**config.mk**
```make
export PLATFORM = sky130hd
export DESIGN_NAME = spi_target
export DESIGN_NICKNAME = d
export VERILOG_FILES = /design/src/rtl/spi_target.sv
export SDC_FILE = /design/constraint.sdc
export NUM_CORES = 1
export LEC_CHECK = 0
export CORE_UTILIZATION = 54
export CTS_BUF_LIST = sky130_fd_sc_hd__clkbuf_16
export CTS_CLUSTER_SIZE = 10
export DETAILED_ROUTE_END_ITERATION = 10
export PLACE_DENSITY_LB_ADDON = 0.1
export SYNTH_ARGS = -nofsm -noshare
export SYNTH_HDL_FRONTEND = slang
export SYNTH_SLANG_ARGS = --single-unit
export TNS_END_PERCENT = 30
```
**constraint.sdc**
```tcl
create_clock -name clk -period 4.75 [get_ports clk]
set_input_delay 0.95 -clock clk [delete_from_list [all_inputs] [get_ports clk]]
set_output_delay 0.95 -clock clk [all_outputs]
set_load 0.03 [all_outputs]
```
**src/rtl/spi_target.sv**
```systemverilog
// SPI target (slave) with an RX FIFO and a TX holding register on the CPU register bus.
// CPHA is fixed at 0: MOSI is sampled on the leading SCK edge and MISO changes on the trailing edge.
// All SPI pins are synchronised into clk, so clk must run at least 4x SCK.
module spi_target #(
  parameter bit          CPOL       = 1'b0,
  parameter int unsigned FIFO_DEPTH = 4,
  parameter logic [7:0]  FILL       = 8'hFF
) (
  input  logic        clk,
  input  logic        reset,
  input  logic [3:0]  we,
  input  logic        rd,
  input  logic        select,
  input  logic [1:0]  addr,
  input  logic [31:0] wdata,
  output logic [31:0] rdata,
  output logic        wbusy,
  output logic        rbusy,
  output logic        irq,
  input  logic        spi_clk,
  input  logic        spi_ss_n,
  input  logic        spi_mosi,
  output logic        spi_miso,
  output logic        spi_miso_oe
);

  localparam int unsigned AW = $clog2(FIFO_DEPTH);
  localparam int unsigned CW = AW + 1;

  logic [2:0]    sck_q, ss_q;
  logic [1:0]    mosi_q;
  logic          active_q, active_d;
  logic [2:0]    bitcnt_q, bitcnt_d;
  logic [6:0]    shift_in_q, shift_in_d;
  logic [7:0]    shift_out_q, shift_out_d;
  logic          load_next_q, load_next_d;
  logic [7:0]    tx_reg_q, tx_reg_d;
  logic          tx_pend_q, tx_pend_d;
  logic          overrun_q, overrun_d;
  logic          underrun_q, underrun_d;
  logic [AW-1:0] wptr_q, wptr_d, rptr_q, rptr_d;
  logic [CW-1:0] count_q, count_d;
  logic [7:0]    mem [FIFO_DEPTH];

  logic lead, trail, ss_fall, ss_rise, mosi_s;
  logic push, push_ok, pop, full, not_empty, tx_take, cpu_tx_wr, flag_wr;
  logic [7:0] rx_byte, head_byte;
  logic [4:0] rx_count;
  logic unused_bits;

  assign mosi_s    = mosi_q[1];
  assign lead      = (sck_q[1] != sck_q[2]) && (sck_q[1] != CPOL);
  assign trail     = (sck_q[1] != sck_q[2]) && (sck_q[1] == CPOL);
  assign ss_fall   = ss_q[2] & ~ss_q[1];
  assign ss_rise   = ~ss_q[2] & ss_q[1];
  assign rx_byte   = {shift_in_q, mosi_s};
  assign full      = (count_q == CW'(FIFO_DEPTH));
  assign not_empty = (count_q != '0);
  assign pop       = select & rd & (addr == 2'd0) & not_empty;
  assign cpu_tx_wr = select & we[0] & (addr == 2'd1);
  assign flag_wr   = select & we[3] & (addr == 2'd2);
  assign push_ok   = push & (~full | pop);
  assign rx_count  = 5'(count_q);
  assign head_byte = not_empty ? mem[rptr_q] : 8'h00;

  assign spi_miso    = shift_out_q[7];
  assign spi_miso_oe = active_q;
  assign irq         = not_empty;
  assign wbusy       = 1'b0;
  assign rbusy       = 1'b0;
  assign unused_bits = ^{we[2:1], wdata[31:26], wdata[23:8]};

  // Pin synchronisers; SS_n resets to "selected" so a low pin after reset gives no false frame start.
  always_ff @(posedge clk or posedge reset) begin
    if (reset) begin
      sck_q  <= {3{CPOL}};
      ss_q   <= 3'b000;
      mosi_q <= 2'b00;
    end else begin
      sck_q  <= {sck_q[1:0], spi_clk};
      ss_q   <= {ss_q[1:0], spi_ss_n};
      mosi_q <= {mosi_q[0], spi_mosi};
    end
  end

  // Next-state for the shifter, TX holding register, sticky flags and FIFO pointers.
  always_comb begin
    active_d    = active_q;
    bitcnt_d    = bitcnt_q;
    shift_in_d  = shift_in_q;
    shift_out_d = shift_out_q;
    load_next_d = load_next_q;
    tx_reg_d    = tx_reg_q;
    tx_pend_d   = tx_pend_q;
    wptr_d      = wptr_q;
    rptr_d      = rptr_q;
    count_d     = count_q;
    push        = 1'b0;
    tx_take     = 1'b0;

    if (ss_rise) begin
      active_d    = 1'b0;
      bitcnt_d    = 3'd0;
      load_next_d = 1'b0;
    end else if (ss_fall) begin
      active_d    = 1'b1;
      bitcnt_d    = 3'd0;
      shift_in_d  = 7'd0;
      load_next_d = 1'b0;
      tx_take     = 1'b1;
    end else if (active_q) begin
      if (lead) begin
        shift_in_d = rx_byte[6:0];
        bitcnt_d   = bitcnt_q + 3'd1;
        if (bitcnt_q == 3'd7) begin
          push        = 1'b1;
          load_next_d = 1'b1;
        end
      end else if (trail) begin
        if (load_next_q) begin
          tx_take     = 1'b1;
          load_next_d = 1'b0;
        end else begin
          shift_out_d = {shift_out_q[6:0], 1'b0};
        end
      end
    end

    // Load takes the old holding byte; a CPU write in the same cycle stays pending.
    if (tx_take) begin
      shift_out_d = tx_pend_q ? tx_reg_q : FILL;
      tx_pend_d   = 1'b0;
    end
    if (cpu_tx_wr) begin
      tx_reg_d  = wdata[7:0];
      tx_pend_d = 1'b1;
    end

    // Sticky flags: set beats a same-cycle write-1-to-clear.
    overrun_d  = (overrun_q & ~(flag_wr & wdata[24])) | (push & full & ~pop);
    underrun_d = (underrun_q & ~(flag_wr & wdata[25])) | (tx_take & ~tx_pend_q);

    if (push_ok) wptr_d = wptr_q + AW'(1);
    if (pop)     rptr_d = rptr_q + AW'(1);
    if (push_ok && !pop)      count_d = count_q + CW'(1);
    else if (!push_ok && pop) count_d = count_q - CW'(1);
  end

  // Control and datapath state registers.
  always_ff @(posedge clk or posedge reset) begin
    if (reset) begin
      active_q    <= 1'b0;
      bitcnt_q    <= 3'd0;
      shift_in_q  <= 7'd0;
      shift_out_q <= FILL;
      load_next_q <= 1'b0;
      tx_reg_q    <= 8'h00;
      tx_pend_q   <= 1'b0;
      overrun_q   <= 1'b0;
      underrun_q  <= 1'b0;
      wptr_q      <= '0;
      rptr_q      <= '0;
      count_q     <= '0;
    end else begin
      active_q    <= active_d;
      bitcnt_q    <= bitcnt_d;
      shift_in_q  <= shift_in_d;
      shift_out_q <= shift_out_d;
      load_next_q <= load_next_d;
      tx_reg_q    <= tx_reg_d;
      tx_pend_q   <= tx_pend_d;
      overrun_q   <= overrun_d;
      underrun_q  <= underrun_d;
      wptr_q      <= wptr_d;
      rptr_q      <= rptr_d;
      count_q     <= count_d;
    end
  end

  // FIFO storage; emptiness is tracked by the pointers so the array needs no reset.
  always_ff @(posedge clk) begin
    if (push_ok) mem[wptr_q] <= rx_byte;
  end

  // Register read mux.
  always_comb begin
    rdata = 32'h0;
    case (addr)
      2'd0:    rdata = {23'b0, not_empty, head_byte};
      2'd1:    rdata = {23'b0, tx_pend_q, tx_reg_q};
      2'd2:    rdata = {6'b0, underrun_q, overrun_q, 7'b0, active_q, 7'b0, tx_pend_q, 3'b0,
                        rx_count};
      default: rdata = 32'h0;
    endcase
  end

endmodule

```
==> metrics.csv <==
metric,value,unit
status,"finished, violations left",
failing checks,DRC,
initial antenna violation count,0,
Ys Warns,0,
WL met2,3.397,mm
number of vias per cell,5.653,
die height,84.40,um
"Cell Area, Synth",3666,um2
RSZ-0062 raised after global routing,no,
Rel. slew slack,35.14,%
total die area,7123,um2
Hold Crit Class,reg -> reg,
Detail Route met3 WL,419,um
Non-Filler Instances,389,
grt total ovfl,0,
CTS tree,yes,
Core ar.,6459,um2
final setup fails,0,
Final Util,66.39,%
Crit Reg-Reg Endpoint,count_q[2],
area taken by multi-input logic gates,1351,um2
Detailed Route WL,7.148,mm
number of clock sinks,78,
total power,2046,uW
FILL cells,463,
First-pass DRT Iterations,8,
Max Used Layer,met4,
Antenna Diode Count,0,
number of CTS-inserted buffers,9,
maxcap violations,0,
CTS resizes,0,
clk root buf,clkbuf_16,
routability cong.,0.7814,
Initial Utilization,56.76,%
P_leak,0.001731,uW
critical path type,in -> out,
"EDFF count, synth",32,
maximum vdd drop,251.9,uV
clock skew,6.983,ps
synth unique cells,45,
data required time of the worst path,3800,ps
dominant register cell in the synthesized netlist,dfrtp_1,
clock latency at the later pin of the worst-skew pair,330,ps
detailed placement HPWL,4.759,mm
Setup TNS,0,ps
post-DR wirelength/cell,18.38,um
fraction of registers with async set or reset after synthesis,58.97,%
Routed Antenna Nets,0,
crit path capture type,output pin,
DR vias,2199,
vias in the first global route,2286,
DRC Markers,7,
placed cell count,373,
fin nets,364,
crit path from,addr[0],
# IOs,82,
CP max FO,10,
clock-pin slew on the worst setup and hold paths,60,ps
FF+latch area,2122,um2
pwr dens,477.1,nW/um2
H-tree depth,3,
CP arrival,3020,ps
reg-to-reg startpoint,ss_q[1],
layout cells sized above 1,15.38,%
startpoint types,input pin,
Peak Freq,252.0,MHz
Mapped Cells,273,
Post-CTS Setup Bufs,0,
final cycle utilization of the critical path,83.55,%
syn_area_per_cell,13.43,um2
Port-buffer cells,35,
Area after DPL,3973,um2
Initial DRC Count,128,
M1 wire length,3.215,mm
Critical Path End,rdata[8],
FF-to-FF setup slack,1870,ps
reg2reg path depth,9,
Synth Register Bits,78,
global-route wire length before repair,11.86,mm
Site Rows,29,
Total Routing Usage GR,22.42,%
"Area growth, synth to finish",16.96,%
deepest clock path buffer count,2,
Final Slew Violations,0,
Final Hold Fails,0,
sequential share of the synthesized area,57.88,%
Final Critical Period,3969,ps
pin slew with the least headroom to its limit,971.5,ps
largest net degree at the start of global routing,47,
Final Instance Area,4288,um2
hold_buf cts,0,
Die X,84.40,um
-- metal layers --
| layer | GRT usage, % | vias up |
|---|---|---|
| li1 | - | 1023 |
| met1 | 30.68 | 1093 |
| met2 | 35.02 | 73 |
| met3 | 5.015 | 10 |
| met4 | 9.553 | 0 |
| met5 | 0 | - |
-- registers in the layout, summed over array words and instances, names as in the netlist --
name,count
bitcnt_q,3
count_q,3
load_next_q,1
mem,32
mosi_q,2
overrun_q,1
rptr_q,2
sck_q,3
shift_in_q,7
shift_out_q,8
spi_miso_oe,1
ss_q,3
tx_pend_q,1
tx_reg_q,8
underrun_q,1
wptr_q,2
-- cells in the final DEF, fill, tap and decap left out, drive strengths merged, types with 2 or more instances in the layout --
cell	netlist	final
dfrtp	38	38
o21ai	11	11
clkdlybuf4s50	0	35
nand2	14	14
clkbuf	6	9
ha	11	11
xor2	3	3
nor2	5	5
mux2	10	10
xnor2	4	4
and4b	7	7
inv	14	15
dfstp	8	8
nor3	2	2
nand2b	10	10
and3b	2	2
nand3	14	14
and2	6	6
a221o	7	7
a22oi	6	6
clkinv	0	4
nor2b	2	2
bufinv	0	2
a22o	6	6
a21oi	5	5
mux4	8	8
conb	1	22
edfxtp	32	32
-- synth_stat cells (all sizes together), types with 2 or more instances --
cell	instances	area, um2
a21oi	5	28.78
a221o	7	70.07
a22o	6	52.55
a22oi	6	45.04
and2	6	37.54
and3b	2	17.52
and4b	7	70.07
buf	27	196.4
clkbuf	6	22.52
dfrtp	38	950.9
dfstp	8	210.2
edfxtp	32	960.9
ha	11	137.6
inv	14	52.55
mux2	10	116.4
mux4	8	180.2
nand2	14	52.55
nand2b	10	62.56
nand3	14	75.07
nor2	5	18.77
nor2b	2	12.51
nor3	2	10.01
o21ai	11	55.05
xnor2	4	35.03
xor2	3	26.28
-- per-stage QoR --
step,hold WS (ps),setup WS [ps]
floorplan,331.2,1898
global placement,332.6,804.9
detailed placement,334.7,794.0
CTS,348.0,785.9
global route,365.5,657.3
finish,346.4,781.5
-- cell families after synthesis --
logic type / share of synthesized area [%]
AOI/OAI and AO/OA: 8.567
xor gates and xnor gates: 1.672
adders and majority gates: 4.300
buffers and inverters: 7.406
DFF: 57.88
muxes: 8.362
other: 0.1023
and+or+nand+nor: 11.71
-- critical path, cell delays in order --
cell             delay [ps]
clkdlybuf4s50_1         670
nor2b_1                 470
o21ai_0                 170
nand2b_1                 90
clkdlybuf4s50_1         660
-- final cells by class --
class                   instances  share of cell area, %
multi-input cells             169                  31.51
inverters                      14                  1.226
well taps                      77                  2.247
flip-flops and latches         78                  49.49
clock inverters                 7                  2.101
repair buffers                 35                  8.170
clock buffers                   9                  5.252
-- power breakdown --
group | total, uW | internal, uW | switching [uW]
clock | 716 | 457 | 259
combinational | 416 | 211 | 206
sequential | 914 | 797 | 117
-- worst min path at each step --
stage,startpoint,to,slack [ps],cells past startpoint
after floorplan,mosi_q[0],mosi_q[1],330,0
after global placement,mosi_q[0],mosi_q[1],330,0
after detailed placement,mosi_q[0],mosi_q[1],330,0
after CTS,mosi_q[0],mosi_q[1],350,0
after global routing,ss_q[0],ss_q[1],370,0
final,mosi_q[0],mosi_q[1],350,0
(Power assumes the default switching activity.)
